### src/rtl/ifid_pipe_reg.sv
// ifid_pipe_reg: IF/ID pipeline register between fetch and decode.
//   Two-entry buffer (main + skid) with a valid/ready handshake on both sides,
//   stall support (out_ready low) and a synchronous flush that turns the stage
//   into a bubble. in_ready is a flop, so it never depends combinationally on
//   out_ready.
// Optional feature macro: IFID_PERF_CNT_EN (adds CNT_W, stall_cnt, flush_cnt).
// Ports:
//   clk, rst_n                          clock, async active-low reset
//   flush                               discard held and incoming entries
//   in_valid/in_ready                   fetch-side handshake
//   instruction, incremented_pc         fetch-side payload
//   out_valid/out_ready                 decode-side handshake
//   instruction_reg, incremented_pc_reg registered payload (NOP/0 when idle)
//   stall_cnt, flush_cnt                saturating perf counters (macro only)
module ifid_pipe_reg #(
    parameter int unsigned        INSTR_W   = 32,
    parameter int unsigned        PC_W      = 32,
    parameter logic [INSTR_W-1:0] NOP_INSTR = '0
`ifdef IFID_PERF_CNT_EN
    ,
    parameter int unsigned        CNT_W     = 16
`endif
) (
    input  logic               clk,
    input  logic               rst_n,
    input  logic               flush,
    input  logic               in_valid,
    output logic               in_ready,
    input  logic [INSTR_W-1:0] instruction,
    input  logic [PC_W-1:0]    incremented_pc,
    output logic               out_valid,
    input  logic               out_ready,
    output logic [INSTR_W-1:0] instruction_reg,
    output logic [PC_W-1:0]    incremented_pc_reg
`ifdef IFID_PERF_CNT_EN
    ,
    output logic [CNT_W-1:0]   stall_cnt,
    output logic [CNT_W-1:0]   flush_cnt
`endif
);

    // Encoding equals occupancy.
    typedef enum logic [1:0] {
        EMPTY = 2'd0,
        FULL  = 2'd1,
        SKID  = 2'd2
    } state_t;

    state_t             state_q, state_d;
    logic [INSTR_W-1:0] instr_d;
    logic [PC_W-1:0]    pc_d;
    logic [INSTR_W-1:0] skid_instr_q, skid_instr_d;
    logic [PC_W-1:0]    skid_pc_q, skid_pc_d;
    logic               acc, pop;

    assign acc = in_valid & in_ready;
    assign pop = out_valid & out_ready;

    // Next-state and next-payload decode; flush overrides everything.
    always_comb begin
        state_d      = state_q;
        instr_d      = instruction_reg;
        pc_d         = incremented_pc_reg;
        skid_instr_d = skid_instr_q;
        skid_pc_d    = skid_pc_q;

        if (flush) begin
            state_d      = EMPTY;
            instr_d      = NOP_INSTR;
            pc_d         = '0;
            skid_instr_d = '0;
            skid_pc_d    = '0;
        end else begin
            case (state_q)
                EMPTY: begin
                    if (acc) begin
                        state_d = FULL;
                        instr_d = instruction;
                        pc_d    = incremented_pc;
                    end
                end
                FULL: begin
                    if (acc && pop) begin
                        instr_d = instruction;
                        pc_d    = incremented_pc;
                    end else if (acc) begin
                        state_d      = SKID;
                        skid_instr_d = instruction;
                        skid_pc_d    = incremented_pc;
                    end else if (pop) begin
                        state_d = EMPTY;
                        instr_d = NOP_INSTR;
                        pc_d    = '0;
                    end
                end
                SKID: begin
                    // Skid keeps its stale copy until overwritten; it is never
                    // observable once the state leaves SKID.
                    if (pop) begin
                        state_d = FULL;
                        instr_d = skid_instr_q;
                        pc_d    = skid_pc_q;
                    end
                end
                default: begin
                    state_d = EMPTY;
                    instr_d = NOP_INSTR;
                    pc_d    = '0;
                end
            endcase
        end
    end

    // State, payload and handshake flops.
    always_ff @(posedge clk or negedge rst_n) begin
        if (!rst_n) begin
            state_q            <= EMPTY;
            out_valid          <= 1'b0;
            in_ready           <= 1'b1;
            instruction_reg    <= NOP_INSTR;
            incremented_pc_reg <= '0;
            skid_instr_q       <= '0;
            skid_pc_q          <= '0;
        end else begin
            state_q            <= state_d;
            out_valid          <= (state_d != EMPTY);
            in_ready           <= (state_d != SKID);
            instruction_reg    <= instr_d;
            incremented_pc_reg <= pc_d;
            skid_instr_q       <= skid_instr_d;
            skid_pc_q          <= skid_pc_d;
        end
    end

`ifdef IFID_PERF_CNT_EN
    // Saturating stall / flush event counters, cleared only by reset.
    always_ff @(posedge clk or negedge rst_n) begin
        if (!rst_n) begin
            stall_cnt <= '0;
            flush_cnt <= '0;
        end else begin
            if (out_valid && !out_ready && (stall_cnt != {CNT_W{1'b1}}))
                stall_cnt <= stall_cnt + CNT_W'(1);
            if (flush && (flush_cnt != {CNT_W{1'b1}}))
                flush_cnt <= flush_cnt + CNT_W'(1);
        end
    end
`endif

endmodule

### config.mk
export PLATFORM = sky130hd
export DESIGN_NAME = ifid_pipe_reg
export DESIGN_NICKNAME = d
export VERILOG_FILES = /design/src/rtl/ifid_pipe_reg.sv
export SDC_FILE = /design/constraint.sdc
export NUM_CORES = 1
export LEC_CHECK = 0
export CORE_ASPECT_RATIO = 1.2
export CORE_UTILIZATION = 35
export CTS_CLUSTER_DIAMETER = 50
export DETAILED_ROUTE_END_ITERATION = 10
export DONT_BUFFER_PORTS = 1
export HOLD_SLACK_MARGIN = 0.05
export PLACE_DENSITY_LB_ADDON = 0.25
export SYNTH_ARGS = -nofsm -noshare
export SYNTH_HDL_FRONTEND = slang
export SYNTH_SLANG_ARGS = --single-unit
export TNS_END_PERCENT = 5
### constraint.sdc
create_clock -name clk -period 2.05 [get_ports clk]
set_input_delay 0.3075 -clock clk [delete_from_list [all_inputs] [get_ports clk]]
set_output_delay 0.3075 -clock clk [all_outputs]
set_load 0.1 [all_outputs]
After elaboration in Yosys (flattened, before gate mapping)
Cells that the tools add are included.
Widths: inputs -> output; s select.
{ "totals": {"register_bits": 132, "inputBits": 69, "out_inout_bits": 66, "wordCells": 49} }
{ "op_classes": {"eq_ne": 8, "mux": 25, "bitwise": 2, "n_reduce_logical": 7} }
{ "op_table": {"columns": ["op", "n"], "rows": [
  ["$mux 32", 16],
  ["$pmux 32 s3", 2],
  ["$mux 2", 6],
  ["$ne 4x4->1 const B", 2],
  ["$ne 3x3->1 const B", 2],
  ["$pmux 2 s3", 1],
  ["$reduce_bool 2->1", 3],
  ["$ne 2x2->1 const B", 2],
  ["$reduce_and 4->1", 1],
  ["$reduce_and 3->1", 1],
  ["$and 1x1->1", 2],
  ["$eq 2x1->1 const B", 1],
  ["$eq 2x2->1 const B", 1],
  ["$logic_not 2->1", 1],
  ["$logic_and 1x1->1", 1]
]} }

Longest topological paths before layout
Gate-level depths: netlist of the first run.
{ "depth": {"depth_word": 7, "ltp_mapped": 7} }

Worst setup path before layout of the first run
OpenSTA, ideal clock, no wires.
{ "synth_path": {"path_kind": "register to register", "startpoint": "reg out_valid", "endpoint": "reg incremented_pc_reg[27]", "setup_ns": 0.078, "t_arrival_ns": 2.080, "required_time_ns": 1.972, "path_slack_ns": -0.109, "stages_incl_launch_ff": 6, "n_path_buf": 1, "synth_period_minus_slack_ns": 2.159, "cell_sequence": "dfrtp_1 > and2_1 > nor3b_2 > clkbuf_1 > o21ai_0 > a21oi_1"} }
{ "synth_between": {"elab_chain_cells": 5, "elab_cells_between_ends": 9} }
{ "synth_rtl": {"columns": ["item", "line_no", "text"], "rows": [
  ["start: declaration", "31", "output logic out_valid,"],
  ["start signal: assignment", "126", "out_valid <= (state_d != EMPTY);"],
  ["$and 1x1->1 (*)", "57", "assign pop = out_valid & out_ready;"],
  ["$logic_and 1x1->1", "83", "if (acc && pop) begin"],
  ["$mux 32", "83", null],
  ["$pmux 32 s3", "74", "case (state_q)"],
  ["$mux 32", "67", "if (flush) begin"],
  ["end signal: assignment", "129", "incremented_pc_reg <= pc_d;"],
  ["end: declaration", "34", "output logic [PC_W-1:0] incremented_pc_reg"]
]} }
Mark *: on every way between the ends. The rest lies on a longest branch, timed or not.
A chain may end at the register's enable or synchronous reset.

Worst setup path in the final report of the first run
{ "layout_path": {"startpoint": "reg in_ready", "endpoint": "reg out_valid"} }
{ "layout_between": {"elab_chain_cells": 6, "elab_cells_between_ends": 8} }
{ "layout_rtl": {"columns": ["item", "line_no", "text"], "rows": [
  ["start: declaration", "28", "output logic in_ready,"],
  ["start signal: assignment", "127", "in_ready <= (state_d != SKID);"],
  ["$and 1x1->1 (*)", "56", "assign acc = in_valid & in_ready;"],
  ["$mux 2 / $logic_and 1x1->1 (equally long branches)", "86, 83", null],
  ["$mux 2", "83", null],
  ["$pmux 2 s3 (*)", "74", null],
  ["$mux 2 (*)", "67", null],
  ["$reduce_bool 2->1 (*)", "126", null]
]} }
Marked as above.

==> results of run 1 <==
logic make-up after synthesis:
logic type	after synthesis	share of synthesized area, %
compound gates	263	20.8
mux	64	9.34
buf+inv	84	5.12
simple gates	272	16.5
flops	132	48.2
final timing paths:
kind | startpoint | to | cells after the start
min | rst_n | instruction_reg[23]$_DFFE_PN0P_ | 0
max reg2reg | in_ready$_DFF_PN1_ | out_valid$_DFF_PN0_ | 5
min reg2reg | skid_pc_q[16]$_DFFE_PN0P_ | skid_pc_q[16]$_DFFE_PN0P_ | 2
min in group clk | flush | incremented_pc_reg[22]$_DFFE_PN0P_ | 1
max in group asynchronous | rst_n | in_ready$_DFF_PN1_ | 0
max | in_ready$_DFF_PN1_ | out_valid$_DFF_PN0_ | 5
routing by layer:
layer	vias to the layer above	track usage (%)	wire [µm]
li1	2899	-	-
met1	2952	26.1	8510
met2	155	33.8	9900
met3	23	5.74	1350
met4	0	7.42	352
met5	-	0	0
power groups by stage:
stage	clock network (mW)	logic (mW)	registers, mW
floorplan	0	0.848	3.75
global placement	0	2.14	2.91
detailed placement	0	2.15	2.91
CTS	3.16	2.16	2.87
global route	3.26	2.29	2.89
finish	3.10	2.15	2.87
cells in the mapped netlist, types with 2 or more instances:
master	number
dfrtp_1	131
buf_2	22
o22ai_1	64
mux2i_1	64
a21oi_1	130
o21ai_1	21
buf_4	2
buf_1	2
clkbuf_1	56
and3_1	2
nand3_1	65
o21ai_0	43
nand2_1	198
metrics by stage:
step / hold WS, ns / instances / setup WS, ns / util [%] / power, mW
after floorplan: 0.0119 / 815 / 0.112 / - / 4.60
after global placement: 0.0168 / 1075 / 0.214 / 39.9 / 5.05
after detailed placement: 0.0177 / 1075 / 0.154 / 39.9 / 5.07
after CTS: -0.433 / 1109 / 0.0973 / 43.1 / 8.18
after global routing: -0.432 / 1109 / 0.0125 / 43.1 / 8.44
final: -0.412 / 1109 / 0.0813 / 43.1 / 8.12
critical path, stage by stage, from the launching register on:
cell and delay, ns:
dfstp_2 0.54, buf_4 0.30, nand2_1 0.17, a21o_1 0.18, a21oi_1 0.14, dlygate4sd3_1 0.57
layout make-up:
class	instances	area [µm²]
multi-input combinational	599	3240
sequential	132	3310
clock inverter	9	100
timing repair buffer	89	748
tap	256	320
inverter	1	3.75
clock buffer	23	498
fill	1940	10800
==> results.md, run 1 <==
* Max transition margin at 48.3%
* Leakage at 3.28 nW
* Setup slack, reg-to-reg at 0.08 ns
* Synth Cell Area at 6860 µm²
* Max cap viols at 0
* Status: complete, but fails checks
* I/O Buffers at 0
* Clock power share at 38.2%
* Yosys warns at 0
* Root Buffer: clkbuf_16
* TritonCTS clock tree: done
* WS Path Type: reg2reg
* Drt wl/cell at 18.1 µm
* Comb pwr share at 26.5%
* CTS sink count at 132
* Slew Viols, Final at 0
* Starting Density at 36.0%
* Worst skew pair latency at 0.42 ns
* IO Pins at 135
* Design area at 8220 µm²
* Die height at 155 µm
* Most common cell after layout, fill and taps aside: nand2_1
* Via count at 6029
* Inserted Clock Buffers at 17
* Synth cell types at 28
* Register share of total power at 35.3%
* Antenna violations before repair at 0
* Total GRT Usage at 20.7%
* Grt total ovfl at 0
* Switch Pwr at 2.84 mW
* CP startpoint kind: flip-flop
* H-tree depth at 4
* #FFs+latches synth at 132
* Drt pass-1 iters at 7
* Post-synth EDFFs at 0
* Vias in the first global route at 5910
* Setup TNS at 0 ns
* Crit path arrival time at 2.32 ns
* Worst-path clk slew at 0.06 ns
* Final GP Congestion at 0.763
* Post-synth net total at 884
* Row cnt at 55
* Synth area leaders: dfrtp_1 (48%), nand2_1 (11%), a21oi_1 (9.5%)
* CTS Hold Bufs at 2
* Switching Share at 35.0%
* Placed inst area at 7600 µm²
* Crit path required time at 2.40 ns
* Detailed placement HPWL at 11800 µm
* Drt drc at 0
* Hold Path Class: in2async
* Most frequent cells in the layout: nand2_1 (198), a21oi_1 (130), dfrtp_1 (128), buf_4 (81)
* Bufs on Longest Clock Path at 2
* Top cell type's share of synthesized area at 47.8%
* Setup bufs post-CTS at 0
* Min cycle time layout at 1.97 ns
* Die area at 20200 µm²
* PwrDens at 987 nW/µm²
* RSZ-0062 raised after global routing: false
* Asr flop ratio synth at 100%
* Final Hold Violating Endpoints at 213
* Register area share after synthesis at 48.2%
* Core box area at 19100 µm²
* Nets@finish at 909
* CP endpoint kind: flip-flop
* CP max FO at 3
* Synth area leader: dfrtp_1
* Die Wd at 130 µm
* Layout cells sized above 1 at 14.9%
* Tightest Pin Transition at 0.776 ns
* Post-Syn Instances at 815
* Final Setup Violations at 0
* DRT iter0 DRCs at 413
* Internal power at 5.28 mW
* Worst hold slack at -0.412 ns
* Worst vdd ir at 535 µV
* Avg Vias per Cell at 5.44
* First-pass GRT wire length at 32200 µm
* Largest net degree at the start of global routing at 133
* Final wirelength at 20100 µm
* Fmax at 508 MHz
* Most used DFF post-synth: dfrtp_1
* Area grow syn2layout at 19.8%
* Skew final at 0.00817 ns
* Post-cts resize count at 0
* Synthesized area per cell at 8.42 µm²
* DRT antenna net count at 0
* Antenna Cells at 0
* Failing checks: negative hold slack
* Fin crit share at 96.0%
(Power assumes the default switching activity.)
==> run 2: changes to the inputs <==
CORE_UTILIZATION = 40   (was 35)
==> results.md, run 2 (same netlist as run 1, synthesis figures left out) <==
* Status: complete, but fails checks
* Worst vdd ir at 592 µV
* Drt drc at 0
* Crit path arrival time at 2.33 ns
* Inserted Clock Buffers at 17
* CTS sink count at 132
* Design area at 8090 µm²
* Failing checks: negative hold slack
* CP startpoint kind: flip-flop
* IO Pins at 135
* Crit path required time at 2.41 ns
* Root Buffer: clkbuf_16
* Die height at 145 µm
* Worst-path clk slew at 0.06 ns
* Slew Viols, Final at 0
* Power, Total at 7.97 mW
* Grt total ovfl at 0
* Final GP Congestion at 0.780
* CTS Hold Bufs at 3
* DRT antenna net count at 0
* PwrDens at 985 nW/µm²
* Final Hold Violating Endpoints at 187
* Via count at 6257
* Register share of total power at 36.1%
* Final Setup Violations at 0
* Slowest stage cell on the critical path: dlygate4sd3_1
* Setup TNS at 0 ns
* Setup slack, reg-to-reg at 0.08 ns
* Max cap viols at 0
* Skew final at 0.0101 ns
* CP max FO at 9
* Comb pwr share at 26.6%
* Layout cells sized above 1 at 14.5%
* TritonCTS clock tree: done
* Core box area at 16900 µm²
* Nets@finish at 909
* Row cnt at 52
* Critical Path Source: state_q[1]$_DFF_PN0_
* Post-layout util at 48.0%
* Worst hold slack at -0.419 ns
* Switch Pwr at 2.81 mW
* Fmax at 507 MHz
* Placed inst area at 7490 µm²
* Starting Density at 40.7%
* R2r worst-path depth at 5
* Total GRT Usage at 23.1%
* Final wirelength at 19800 µm
* RSZ-0062 raised after global routing: false
* WS Path Type: reg2reg
* Worst skew pair latency at 0.42 ns
* Leakage at 3.25 nW
* Die area at 17700 µm²
* Bufs on Longest Clock Path at 2
* Drt pass-1 iters at 5
* FF-to-FF Start: state_q[1]$_DFF_PN0_
* Antenna Cells at 0
* Avg Vias per Cell at 5.85
* Clock power share at 37.3%
* Max transition margin at 60.1%
* First-pass GRT wire length at 31900 µm
* Tightest Pin Transition at 0.598 ns
* Setup crit end: state_q[1]$_DFF_PN0_
* Most common cell after layout, fill and taps aside: nand2_1
* Fin crit share at 96.2%
* Slowest stage delay, CP at 0.56 ns
* Min cycle time layout at 1.97 ns
* DRT iter0 DRCs at 492
* CP endpoint kind: flip-flop
* Capture point of the worst reg-to-reg path: state_q[1]$_DFF_PN0_
* Switching Share at 35.2%
* Internal power at 5.16 mW
* I/O Buffers at 0
* Antenna violations before repair at 0
* Vias in the first global route at 6174
* H-tree depth at 4
* Hold Path Class: in2async
* Worst-path cell chain: and3b_1 > nand2_1 > a211o_1 > dlygate4sd3_1 > inv_1
* Setup bufs post-CTS at 0
* Area grow syn2layout at 17.9%
* Die Wd at 122 µm
* Largest net degree at the start of global routing at 133
* Drt wl/cell at 18.5 µm
* Detailed placement HPWL at 11800 µm
* Most frequent cells in the layout: nand2_1 (197), a21oi_1 (130), dfrtp_1 (128), buf_4 (84)
## run 2: power groups by stage
stage          Clock [mW]  Sequential (mW)  Combinational (mW)
2_1_floorplan           0             3.75               0.848
5_1_grt              3.15             2.89                2.24
3_3_place_gp            0             2.91                2.09
6_report             2.98             2.87                2.12
4_1_cts              3.04             2.87                2.12
3_5_place_dp            0             2.92                2.11
## run 2: stage by stage
step | setup WS, ns | std cells | hold WS, ns
floorplan | 0.112 | 815 | 0.0119
global placement | 0.283 | 1034 | 0.0186
finish | 0.0779 | 1069 | -0.419
detailed placement | 0.236 | 1034 | 0.0188
global route | 0.00341 | 1069 | -0.446
CTS | 0.0863 | 1069 | -0.434
## run 2: layout make-up
cell class	count	area, µm²
fill	1620	8760
clock inverter	9	104
timing repair buffer	89	701
tap	216	270
multi-input combinational	599	3230
inverter	1	3.75
clock buffer	23	468
sequential	132	3310
## run 2: worst max-delay path, delay by kind of cell, from the launching register on
| kind | cells | cell delay (ns) |
|---|---|---|
| AO/OA/AOI/OAI | 1 | 0.31 |
| buffers and inverters | 2 | 0.61 |
| flip-flops | 1 | 0.54 |
| AND/OR/NAND/NOR | 2 | 0.45 |
## run 2: worst min-delay path by stage
| stage | slack (ns) | start | endpoint | cells past startpoint |
|---|---|---|---|---|
| floorplan | 0.01 | rst_n | incremented_pc_reg[0]$_DFFE_PN0P_ | 0 |
| global route | -0.45 | rst_n | instruction_reg[25]$_DFFE_PN0P_ | 0 |
| finish | -0.42 | rst_n | incremented_pc_reg[1]$_DFFE_PN0P_ | 0 |
| detailed placement | 0.02 | rst_n | instruction_reg[22]$_DFFE_PN0P_ | 0 |
| CTS | -0.43 | rst_n | instruction_reg[25]$_DFFE_PN0P_ | 0 |
| global placement | 0.02 | rst_n | skid_instr_q[22]$_DFFE_PN0P_ | 0 |
## run 2: routing by layer
metal | up-vias | part of all wire [%] | GRT usage (%)
li1 | 2908 | - | -
met1 | 3100 | 41 | 28.6
met2 | 220 | 49 | 37.4
met3 | 29 | 7.9 | 7.29
met4 | 0 | 2.0 | 8.52
met5 | - | 0 | 0
## run 2: repair_timing
item / in CTS / in global routing
endpoints found under the setup margin: 0 / 1
resized for setup: 0 / 1
endpoints found under the hold margin: 263 / 261
==> run 3: changes to the inputs <==
clock period = 1.86 ns   (was 2.05 ns; I/O delays follow)
==> results.md, run 3 (same netlist as run 1, synthesis figures left out) <==
* CP startpoint kind: flip-flop
* Most frequent cells in the layout: nand2_1 (198), a21oi_1 (130), dfrtp_1 (128), buf_4 (79)
* Internal power at 6.05 mW
* Min setup slack post-route at 0.112 ns
* Final Hold Violating Endpoints at 261
* IO Pins at 135
* Fillers at 1586
* Fin cells at 1066
* Root Buffer: clkbuf_16
* Most common cell after layout, fill and taps aside: nand2_1
* CP endpoint kind: flip-flop
* DP Worst Slack at 0.0954 ns
* Slew Viols, Final at 0
* Register share of total power at 34.9%
* Area grow syn2layout at 19.3%
* Failing checks: negative hold slack
* Min cycle time layout at 1.75 ns
* Bufs on Longest Clock Path at 2
* I/O Buffers at 0
* Layout cells sized above 1 at 14.8%
* H-tree depth at 4
* Die Wd at 122 µm
* Die area at 17700 µm²
* Fin crit share at 94.0%
* Detailed placement HPWL at 11600 µm
* Starting Density at 40.7%
* Crit path arrival time at 2.09 ns
* Largest net degree at the start of global routing at 133
* Switch Pwr at 3.04 mW
* Skew final at 0.00661 ns
* DRT iter0 DRCs at 465
* Top cell by count, worst path: nand2_1
* Inserted Clock Buffers at 17
* Antenna Cells at 0
* Post-placement cell count at 1034
* Slowest stage delay, CP at 0.56 ns
* Final Setup Violations at 0
* Hold Path Class: in2async
* Comb pwr share at 25.7%
* Antenna violations before repair at 0
* WS Path Type: reg2reg
* Core box area at 16900 µm²
* DRT antenna net count at 0
* Worst skew pair latency at 0.42 ns
* Status: complete, but fails checks
* Drt wl/cell at 17.9 µm
* Leakage at 3.29 nW
* PwrDens at 1110 nW/µm²
* Drt pass-1 iters at 5
* CP max FO at 5
* Fmax at 572 MHz
* Drt drc at 0
* Final wirelength at 19000 µm
* Final GP Congestion at 0.743
* Die height at 145 µm
* TritonCTS clock tree: done
* Nets@finish at 907
* First-pass GRT wire length at 31700 µm
* Worst vdd ir at 463 µV
* Crit path required time at 2.20 ns
* Max transition margin at 57.9%
* CP bufs+invs at 1
* Worst hold slack at -0.438 ns
* Avg Vias per Cell at 5.79
* Worst-path clk slew at 0.05 ns
* Worst-path cell chain: nand2_1 > nand2_1 > a21o_1 > a21oi_1 > dlygate4sd3_1
* Tightest Pin Transition at 0.631 ns
* CP top delay family: buffers and inverters
* CTS Hold Bufs at 1
* Vias in the first global route at 6227
* Via count at 6167
* Switching Share at 33.5%
* Clock power share at 39.4%
* Grt total ovfl at 0
* Slowest stage cell on the critical path: dlygate4sd3_1
* Setup bufs post-CTS at 0
* Row cnt at 52
* Max cap viols at 0
* CTS sink count at 132
* Total GRT Usage at 22.8%
run 3: changes by cell type in the layout (fill, tap and decap cells not counted), sizes merged:
cell | previous run | this run
clkinv | 5 | 3
clkbuf | 23 | 22
dlygate4sd3 | 3 | 1
bufinv | 2 | 4
run 3: layout make-up:
type	instances	area (µm²)	share of cell area, %
Sequential cell	132	3320	40.5
Clock inverter	9	150	1.83
Timing Repair Buffer	87	726	8.86
Tap cell	216	270	3.30
Inverter	1	3.75	0.0458
Multi-Input combinational cell	599	3240	39.5
Clock buffer	22	484	5.91
run 3: routing by layer:
metal	routed length, µm	vias up	GRT usage [%]
met5	0	-	0
met4	367	0	8.09
met3	1180	29	6.43
met2	9800	200	38.9
met1	7680	3033	27.2
li1	-	2905	-
run 3: what timing repair did:
item                                   in CTS  in global routing
endpoints found under the hold margin     264                262
gates resized for setup                     0                  3
setup endpoints to repair                   0                 12
run 3: path summary, 6_finish.rpt:
path	startpoint	end	slack, ns	depth (start not counted)
min in group clk	flush	incremented_pc_reg[22]$_DFFE_PN0P_	-0.07	1
max in group asynchronous	rst_n	in_ready$_DFF_PN1_	2.06	0
worst max-delay path	out_valid$_DFF_PN0_	out_valid$_DFF_PN0_	0.11	5
worst max register to register	out_valid$_DFF_PN0_	out_valid$_DFF_PN0_	0.11	5
worst min-delay path	rst_n	incremented_pc_reg[23]$_DFFE_PN0P_	-0.44	0
worst min register to register	skid_pc_q[22]$_DFFE_PN0P_	skid_pc_q[22]$_DFFE_PN0P_	0.51	2
run 3: through the flow:
stage	power (mW)	utilization [%]	cell area, µm²	TNS, ns
after global routing	9.48	48.6	8190	-0.0000111
after CTS	9.19	48.5	8180	0
after floorplan	5.07	-	6880	0
final	9.09	48.6	8190	0
after detailed placement	5.56	44.7	7540	0
after global placement	5.52	44.7	7540	0
run 3: worst register-to-register path, stage by stage (launching register included):
cell and delay (ns):
dfrtp_4 0.49, nand2_1 0.24, nand2_1 0.09, a21o_1 0.18, a21oi_1 0.13, dlygate4sd3_1 0.56
run 3: power groups by stage:
stage,clock (mW),combinational [mW],sequential [mW]
floorplan,0,0.938,4.13
global placement,0,2.31,3.21
detailed placement,0,2.34,3.22
CTS,3.67,2.34,3.17
global route,3.80,2.49,3.19
finish,3.58,2.34,3.17
